[config.mk]
export PLATFORM = sky130hd
export DESIGN_NAME = fetch_unit
export DESIGN_NICKNAME = d
export VERILOG_FILES = /design/src/rtl/fetch_pkg.sv /design/src/rtl/fetch_fifo.sv /design/src/rtl/fetch_unit.sv
export SDC_FILE = /design/constraint.sdc
export NUM_CORES = 1
export LEC_CHECK = 0
export ABC_AREA = 1
export ABC_CLOCK_PERIOD_IN_PS = 3530
export BUFFER_PORTS_ARGS = -buffer_cell sky130_fd_sc_hd__clkbuf_2
export CAP_MARGIN = 40
export CORE_ASPECT_RATIO = 1.1
export CORE_UTILIZATION = 34
export DETAILED_ROUTE_END_ITERATION = 10
export MAX_ROUTING_LAYER = met4
export PLACE_DENSITY = 0.62
export SLEW_MARGIN = 20
export SYNTH_ARGS = -nofsm -noshare
export SYNTH_HDL_FRONTEND = slang
export SYNTH_SLANG_ARGS = --single-unit
[constraint.sdc]
create_clock -name clk -period 3.53 [get_ports clk]
set_input_delay 0.5295 -clock clk [delete_from_list [all_inputs] [get_ports clk]]
set_output_delay 0.5295 -clock clk [all_outputs]
set_load 0.01 [all_outputs]
[src/rtl/fetch_pkg.sv]
// Shared types and constants for the instruction-fetch front end.
package fetch_pkg;

   localparam logic [31:0] RESET_PC_DEF  = 32'h0000_0000;
   localparam logic [31:0] NOP_INSTR_DEF = 32'h0000_0000;

   typedef struct packed {
      logic [31:0] pc;
      logic [31:0] instr;
   } fetch_entry_t;

   typedef enum logic [1:0] {
      BOOT  = 2'd0,
      RUN   = 2'd1,
      FLUSH = 2'd2
   } fetch_state_t;

   function automatic logic [31:0] word_align(input logic [31:0] addr);
      return {addr[31:2], 2'b00};
   endfunction

endpackage

[src/rtl/fetch_fifo.sv]
// Small synchronous fetch queue (DEPTH must be a power of two, 2 or 4).
// Clear wins over push; push into a full queue is only accepted together with a pop.
module fetch_fifo
   import fetch_pkg::*;
#(
   parameter int DEPTH = 2
) (
   input  logic         clk,
   input  logic         rst_n,
   input  logic         push,
   input  logic         pop,
   input  logic         clear,
   input  fetch_entry_t push_data,
   output fetch_entry_t head,
   output logic [2:0]   count
);

   localparam int          PW      = $clog2(DEPTH);
   localparam logic [2:0]  DEPTH_C = 3'(DEPTH);

   fetch_entry_t  mem_r [DEPTH];
   logic [PW-1:0] rd_ptr_r;
   logic [PW-1:0] wr_ptr_r;
   logic [2:0]    count_r;
   logic          do_push_s;
   logic          do_pop_s;

   // Qualify push/pop against current occupancy.
   always_comb begin
      do_pop_s  = pop && (count_r != 3'd0);
      do_push_s = push && ((count_r < DEPTH_C) || do_pop_s);
   end

   // Pointer, occupancy and storage update.
   always_ff @(posedge clk or negedge rst_n) begin
      if (!rst_n) begin
         rd_ptr_r <= '0;
         wr_ptr_r <= '0;
         count_r  <= 3'd0;
         for (int i = 0; i < DEPTH; i++) begin
            mem_r[i] <= '0;
         end
      end else if (clear) begin
         rd_ptr_r <= '0;
         wr_ptr_r <= '0;
         count_r  <= 3'd0;
      end else begin
         if (do_push_s) begin
            mem_r[wr_ptr_r] <= push_data;
            wr_ptr_r        <= wr_ptr_r + PW'(1);
         end
         if (do_pop_s) begin
            rd_ptr_r <= rd_ptr_r + PW'(1);
         end
         case ({do_push_s, do_pop_s})
            2'b10:   count_r <= count_r + 3'd1;
            2'b01:   count_r <= count_r - 3'd1;
            default: count_r <= count_r;
         endcase
      end
   end

   assign head  = mem_r[rd_ptr_r];
   assign count = count_r;

endmodule

[src/rtl/fetch_unit.sv]
// Instruction-fetch front end: PC, 1-cycle imem requests, fetch queue, redirect flush.
// Optional macro FETCH_PERF_EN adds perf_fetched / perf_flushed counters.
module fetch_unit
   import fetch_pkg::*;
#(
   parameter logic [31:0] RESET_PC  = RESET_PC_DEF,
   parameter int          FQ_DEPTH  = 2,
   parameter logic [31:0] NOP_INSTR = NOP_INSTR_DEF
) (
   input  logic        clk,
   input  logic        rst_n,
   output logic        imem_req,
   output logic [31:0] imem_addr,
   input  logic [31:0] imem_rdata,
   input  logic        redirect_valid,
   input  logic [31:0] redirect_pc,
   input  logic        id_ready,
   output logic        id_valid,
   output logic [31:0] id_instr,
   output logic [31:0] id_pc,
   output logic [31:0] id_pc_plus4,
   output logic [2:0]  fq_count
`ifdef FETCH_PERF_EN
   ,
   output logic [31:0] perf_fetched,
   output logic [31:0] perf_flushed
`endif
);

   fetch_state_t state_r;
   logic [31:0]  pc_r;
   logic         inflight_r;
   logic [31:0]  tag_r;
   logic [31:0]  last_pc_r;
   logic [31:0]  last_pc4_r;

   fetch_entry_t head_s;
   fetch_entry_t entry_s;
   logic [2:0]   count_s;
   logic [3:0]   occ_s;
   logic         valid_s;
   logic         pop_s;
   logic         issue_s;
   logic         push_s;
   logic         drop_s;

   // Handshake, issue and response-accept decisions.
   always_comb begin
      valid_s = (count_s != 3'd0);
      pop_s   = valid_s && id_ready && !redirect_valid;
      occ_s   = 4'(count_s) + 4'(inflight_r) - 4'(pop_s);
      if ((state_r == BOOT) || redirect_valid) begin
         issue_s = 1'b0;
      end else begin
         issue_s = (occ_s < 4'(FQ_DEPTH));
      end
      push_s        = inflight_r && (state_r != FLUSH) && !redirect_valid;
      drop_s        = inflight_r && !push_s;
      entry_s.pc    = tag_r;
      entry_s.instr = imem_rdata;
   end

   fetch_fifo #(.DEPTH(FQ_DEPTH)) u_fifo (
      .clk       (clk),
      .rst_n     (rst_n),
      .push      (push_s),
      .pop       (pop_s),
      .clear     (redirect_valid),
      .push_data (entry_s),
      .head      (head_s),
      .count     (count_s)
   );

   // Fetch FSM: PC, in-flight flag and response tag.
   always_ff @(posedge clk or negedge rst_n) begin
      if (!rst_n) begin
         state_r    <= BOOT;
         pc_r       <= RESET_PC;
         inflight_r <= 1'b0;
         tag_r      <= 32'd0;
      end else begin
         inflight_r <= issue_s;
         if (issue_s) begin
            tag_r <= pc_r;
         end
         case (state_r)
            BOOT: begin
               state_r <= RUN;
               if (redirect_valid) begin
                  pc_r <= word_align(redirect_pc);
               end
            end
            RUN, FLUSH: begin
               if (redirect_valid) begin
                  pc_r    <= word_align(redirect_pc);
                  state_r <= inflight_r ? FLUSH : RUN;
               end else begin
                  state_r <= RUN;
                  if (issue_s) begin
                     pc_r <= pc_r + 32'd4;
                  end
               end
            end
            default: state_r <= BOOT;
         endcase
      end
   end

   // Remember the last presented head so id_pc holds while the queue is empty.
   always_ff @(posedge clk or negedge rst_n) begin
      if (!rst_n) begin
         last_pc_r  <= 32'd0;
         last_pc4_r <= 32'd0;
      end else if (valid_s) begin
         last_pc_r  <= head_s.pc;
         last_pc4_r <= head_s.pc + 32'd4;
      end
   end

   assign imem_req    = issue_s;
   assign imem_addr   = pc_r;
   assign id_valid    = valid_s;
   assign id_instr    = valid_s ? head_s.instr : NOP_INSTR;
   assign id_pc       = valid_s ? head_s.pc : last_pc_r;
   assign id_pc_plus4 = valid_s ? (head_s.pc + 32'd4) : last_pc4_r;
   assign fq_count    = count_s;

`ifdef FETCH_PERF_EN
   logic [31:0] perf_fetched_r;
   logic [31:0] perf_flushed_r;

   // Pushes, plus entries cleared and responses dropped because of redirects.
   always_ff @(posedge clk or negedge rst_n) begin
      if (!rst_n) begin
         perf_fetched_r <= 32'd0;
         perf_flushed_r <= 32'd0;
      end else begin
         perf_fetched_r <= perf_fetched_r + 32'(push_s);
         if (redirect_valid) begin
            perf_flushed_r <= perf_flushed_r + 32'(count_s) + 32'(drop_s);
         end else begin
            perf_flushed_r <= perf_flushed_r + 32'(drop_s);
         end
      end
   end

   assign perf_fetched = perf_fetched_r;
   assign perf_flushed = perf_flushed_r;
`endif

endmodule

==> results by group <==
Clock network
  – Skew-Pair Late Insertion Delay: 0.56 ns
  – CTS Buf Count: 29
  – CTS Buffer Depth: 3
  – Clock transition time at the flip-flop clock pins of the worst setup and hold paths: 0.06 ns
  – Clock root cell: clkbuf_16
  – Clock tree from TritonCTS: done
  – Clock net sink count: ~260
  – Level count of the clock H-tree: 1

Layout
  – Seq. cell area: 6410 sq um
  – Most used cells in the layout excluding fill and tap cells: nand2_1, dfrtp_1, clkbuf_2, o21ai_0, inv_1
  – Number of fill cells: 3894
  – Signed area change from the synthesized netlist to the final layout: 19.0%
  – Most common library cell in the layout ignoring fill and taps: nand2_1
  – Area of the multi-input gates: around 5500 sq um
  – Layout Nets: roughly 2000
  – Cell Count, Final, Fillers Out: ~2400
  – Antenna cells: 0
  – Share of final-layout standard cells stronger than drive strength 1: between 10% and 20%

Logic synthesis
  – Sequential element share of the synthesized area: between 40% and 50%
  – Area share of the leading cell type in the synthesized netlist: between 40% and 50%
  – Number of distinct library cells after synthesis: 39
  – YS warnings: 0
  – Synth area leader: dfrtp_1
  – Post-synthesis instance area: around 13000 sq um
  – Synthesis-stage register bit count: around 260
  – Synthesized area divided by synthesized cell count: between 7 and 8 sq um
  – Gate Count Post-Synth: between 1500 and 2000
  – Synth area leaders: dfrtp_1, nand2_1, o21ai_0

Job
  – # Max-Cap Violations: 0

Status
  – Result of the run: completed

Floorplan
  – Row cnt: 74
  – Total I/O pin count: ~200
  – Starting utilization of the core area: between 30% and 40%
  – Core outline area: between 30000 and 40000 sq um
  – Floorplan die area: 38700 sq um
  – Height of the die: ~210 um
  – X dimension of the die: approximately 190 um

Global route
  – Wire length of the first global-routing pass: between 50 and 60 mm
  – Residual overflow from global routing: 0
  – Total global-route track usage: about a fifth
  – Initial antenna violation count: 0
  – Number of global-route vias before repair: roughly 11000
  – Pin count of the biggest net entering global routing: 100

Placement
  – Placed Cells incl. Taps: between 2000 and 2500
  – Gp weighted congestion: 0.872
  – PortBufs: 196
  – HPWL after detailed placement: between 20 and 25 mm

Critical path
  – Crit path launch type: flip-flop
  – Critical path capture point type: primary output
  – Data arrival, critical path: 2.83 ns
  – Worst path required time: 3.00 ns
  – Critical Setup Path Class: reg -> out
  – Maximum net fanout on the critical path: 5

Pwr
  – Leakage: 7.92 nW
  – Peak supply drop: 0.000495 V
  – Power Density: about 870 nW/um^2
  – Total power draw: roughly 13 mW

STA
  – Fmax: between 200 and 300 MHz
  – Total count of max-transition violations in the final report: 0
  – Max_slew headroom: a little under half
  – Number of hold violations in the final report: 0
  – Count of final setup violators: 0
  – Post-layout min period: about 3.4 ns
  – Setup clock skew after layout: 0.0151 ns
  – Share of the cycle needed by the critical path after routing: a little over nine tenths
  – RSZ-0062 raised after global routing: true
  – Slew at the pin closest to its max-slew limit: between 0.7 and 0.8 ns

Routing
  – Residual DRC count: 0
  – Drt initial violations: 850
  – Number of nets with antenna violations after routing: 0
  – Routed wire length per instance: 14.8 um
  – Via-per-instance ratio: roughly 4.7
  – Number of vias in the routed layout: ~11000
  – Total detailed-routing wirelength: between 30 and 40 mm
  – Number of search-and-repair iterations in the first detailed-routing pass: 5

Min path
  – Hold crit path type: in -> reg
## cell families after synthesis
| group | after synthesis | synth area share, % |
|---|---|---|
| flip-flops | 256 | 49.7 |
| XOR/XNOR | 12 | 0.816 |
| AO/OA/AOI/OAI | 225 | 9.34 |
| adder cells (fa/ha/maj) | 11 | 1.19 |
| AND/OR/NAND/NOR | 1003 | 31.5 |
| buffers and inverters | 222 | 7.40 |
| other | 1 | 0.0291 |
## synth_stat cells
cell      count
o21ai_0     181
or2_2         3
o211ai_1     10
inv_2         5
nand2_2      16
clkinv_2      1
nor3_1        4
nand3_2       4
buf_2        17
nor3b_1       1
nand2_1     772
nand3b_1      6
nor3_2        1
or2_1         1
o21ai_1       8
nor2_4        7
ha_1          9
nand3_1      51
and2_1        1
o21ai_4       1
nand4_1      15
clkbuf_1     40
nand2_4       1
fa_1          2
nor2_1      114
xnor2_1       5
o311ai_0      1
o21bai_2      1
xor2_1        7
conb_1        1
buf_4        10
buf_1         6
inv_1       135
a21oi_1       8
o21a_1        9
a31oi_1       6
buf_6         8
dfrtp_1     256
nor2_2        6
## layout make-up
class,instances,share of cell area (%)
Sequential cell,256,41.8
Inverter,141,3.46
Timing Repair Buffer,222,8.17
Clock inverter,14,0.890
Tap cell,494,4.03
Multi-Input combinational cell,1253,36.2
Clock buffer,40,5.46
## per-stage QoR
stage | TNS, ns | instance area, sq um | hold slack [ns] | utilization, % | setup WS [ns]
floorplan | 0 | 12900 | 0.234 | - | 0.521
global placement | 0 | 14300 | 0.449 | 38.3 | 0.575
detailed placement | 0 | 14300 | 0.458 | 38.4 | 0.464
CTS | 0 | 15300 | 0.154 | 41.1 | 0.0104
global route | -0.0269 | 15300 | 0.178 | 41.2 | -0.0131
finish | 0 | 15300 | 0.191 | 41.2 | 0.171
## where the power goes
part / switching [mW] / internal, mW
clock: 1.25 / 1.80
combinational: 3.56 / 1.73
sequential: 0.813 / 4.15
## registers in the layout (all words and copies together), names as in the netlist
name             flops
imem_addr           30
inflight_r           1
last_pc4_r          32
last_pc_r           32
state_r              2
tag_r               30
u_fifo.count         3
u_fifo.mem_r       124
u_fifo.rd_ptr_r      1
u_fifo.wr_ptr_r      1
## critical path: stages, from the launching register on
cell,delay [ns]
dfrtp_1,0.42
inv_2,0.13
nand3_4,0.08
nand2_2,0.10
nor2_4,0.05
ha_1,0.28
nor2_2,0.15
fa_1,0.42
nand3b_1,0.18
nor2_2,0.12
nand3_2,0.11
inv_2,0.09
buf_2,0.15
## repair_timing
action,CTS,global route
hold endpoints to repair,3,0
pin swaps,0,1
buffers inserted,1,2
cloned,0,0
gates resized for setup,2,8
hold buffers,1,0
endpoints found under the setup margin,1,13
## layer usage
layer / up-vias / global-route usage, % / wire [um] / share of wire (%)
li1: 5747 / - / - / -
met1: 5235 / 27.0 / 17000 / 47
met2: 325 / 29.6 / 16100 / 45
met3: 48 / 2.48 / 2100 / 5.9
met4: 0 / 5.11 / 722 / 2.0
met5: - / - / 0 / 0
## path summary, 6_finish.rpt
kind | from | end | slack (ns) | cells past startpoint
min reg2reg | u_fifo.mem_r[107] | u_fifo.mem_r[107] | 0.47 | 2
max reg2reg | u_fifo.count[2] | imem_addr[6] | 0.64 | 14
max | u_fifo.count[2] | imem_req | 0.17 | 12
min in group asynchronous | rst_n | u_fifo.mem_r[15] | 0.56 | 2
min | imem_rdata[14] | u_fifo.mem_r[14] | 0.19 | 3
max in group asynchronous | rst_n | last_pc_r[22] | 1.99 | 3
Power figures use the tool's default switching activity.
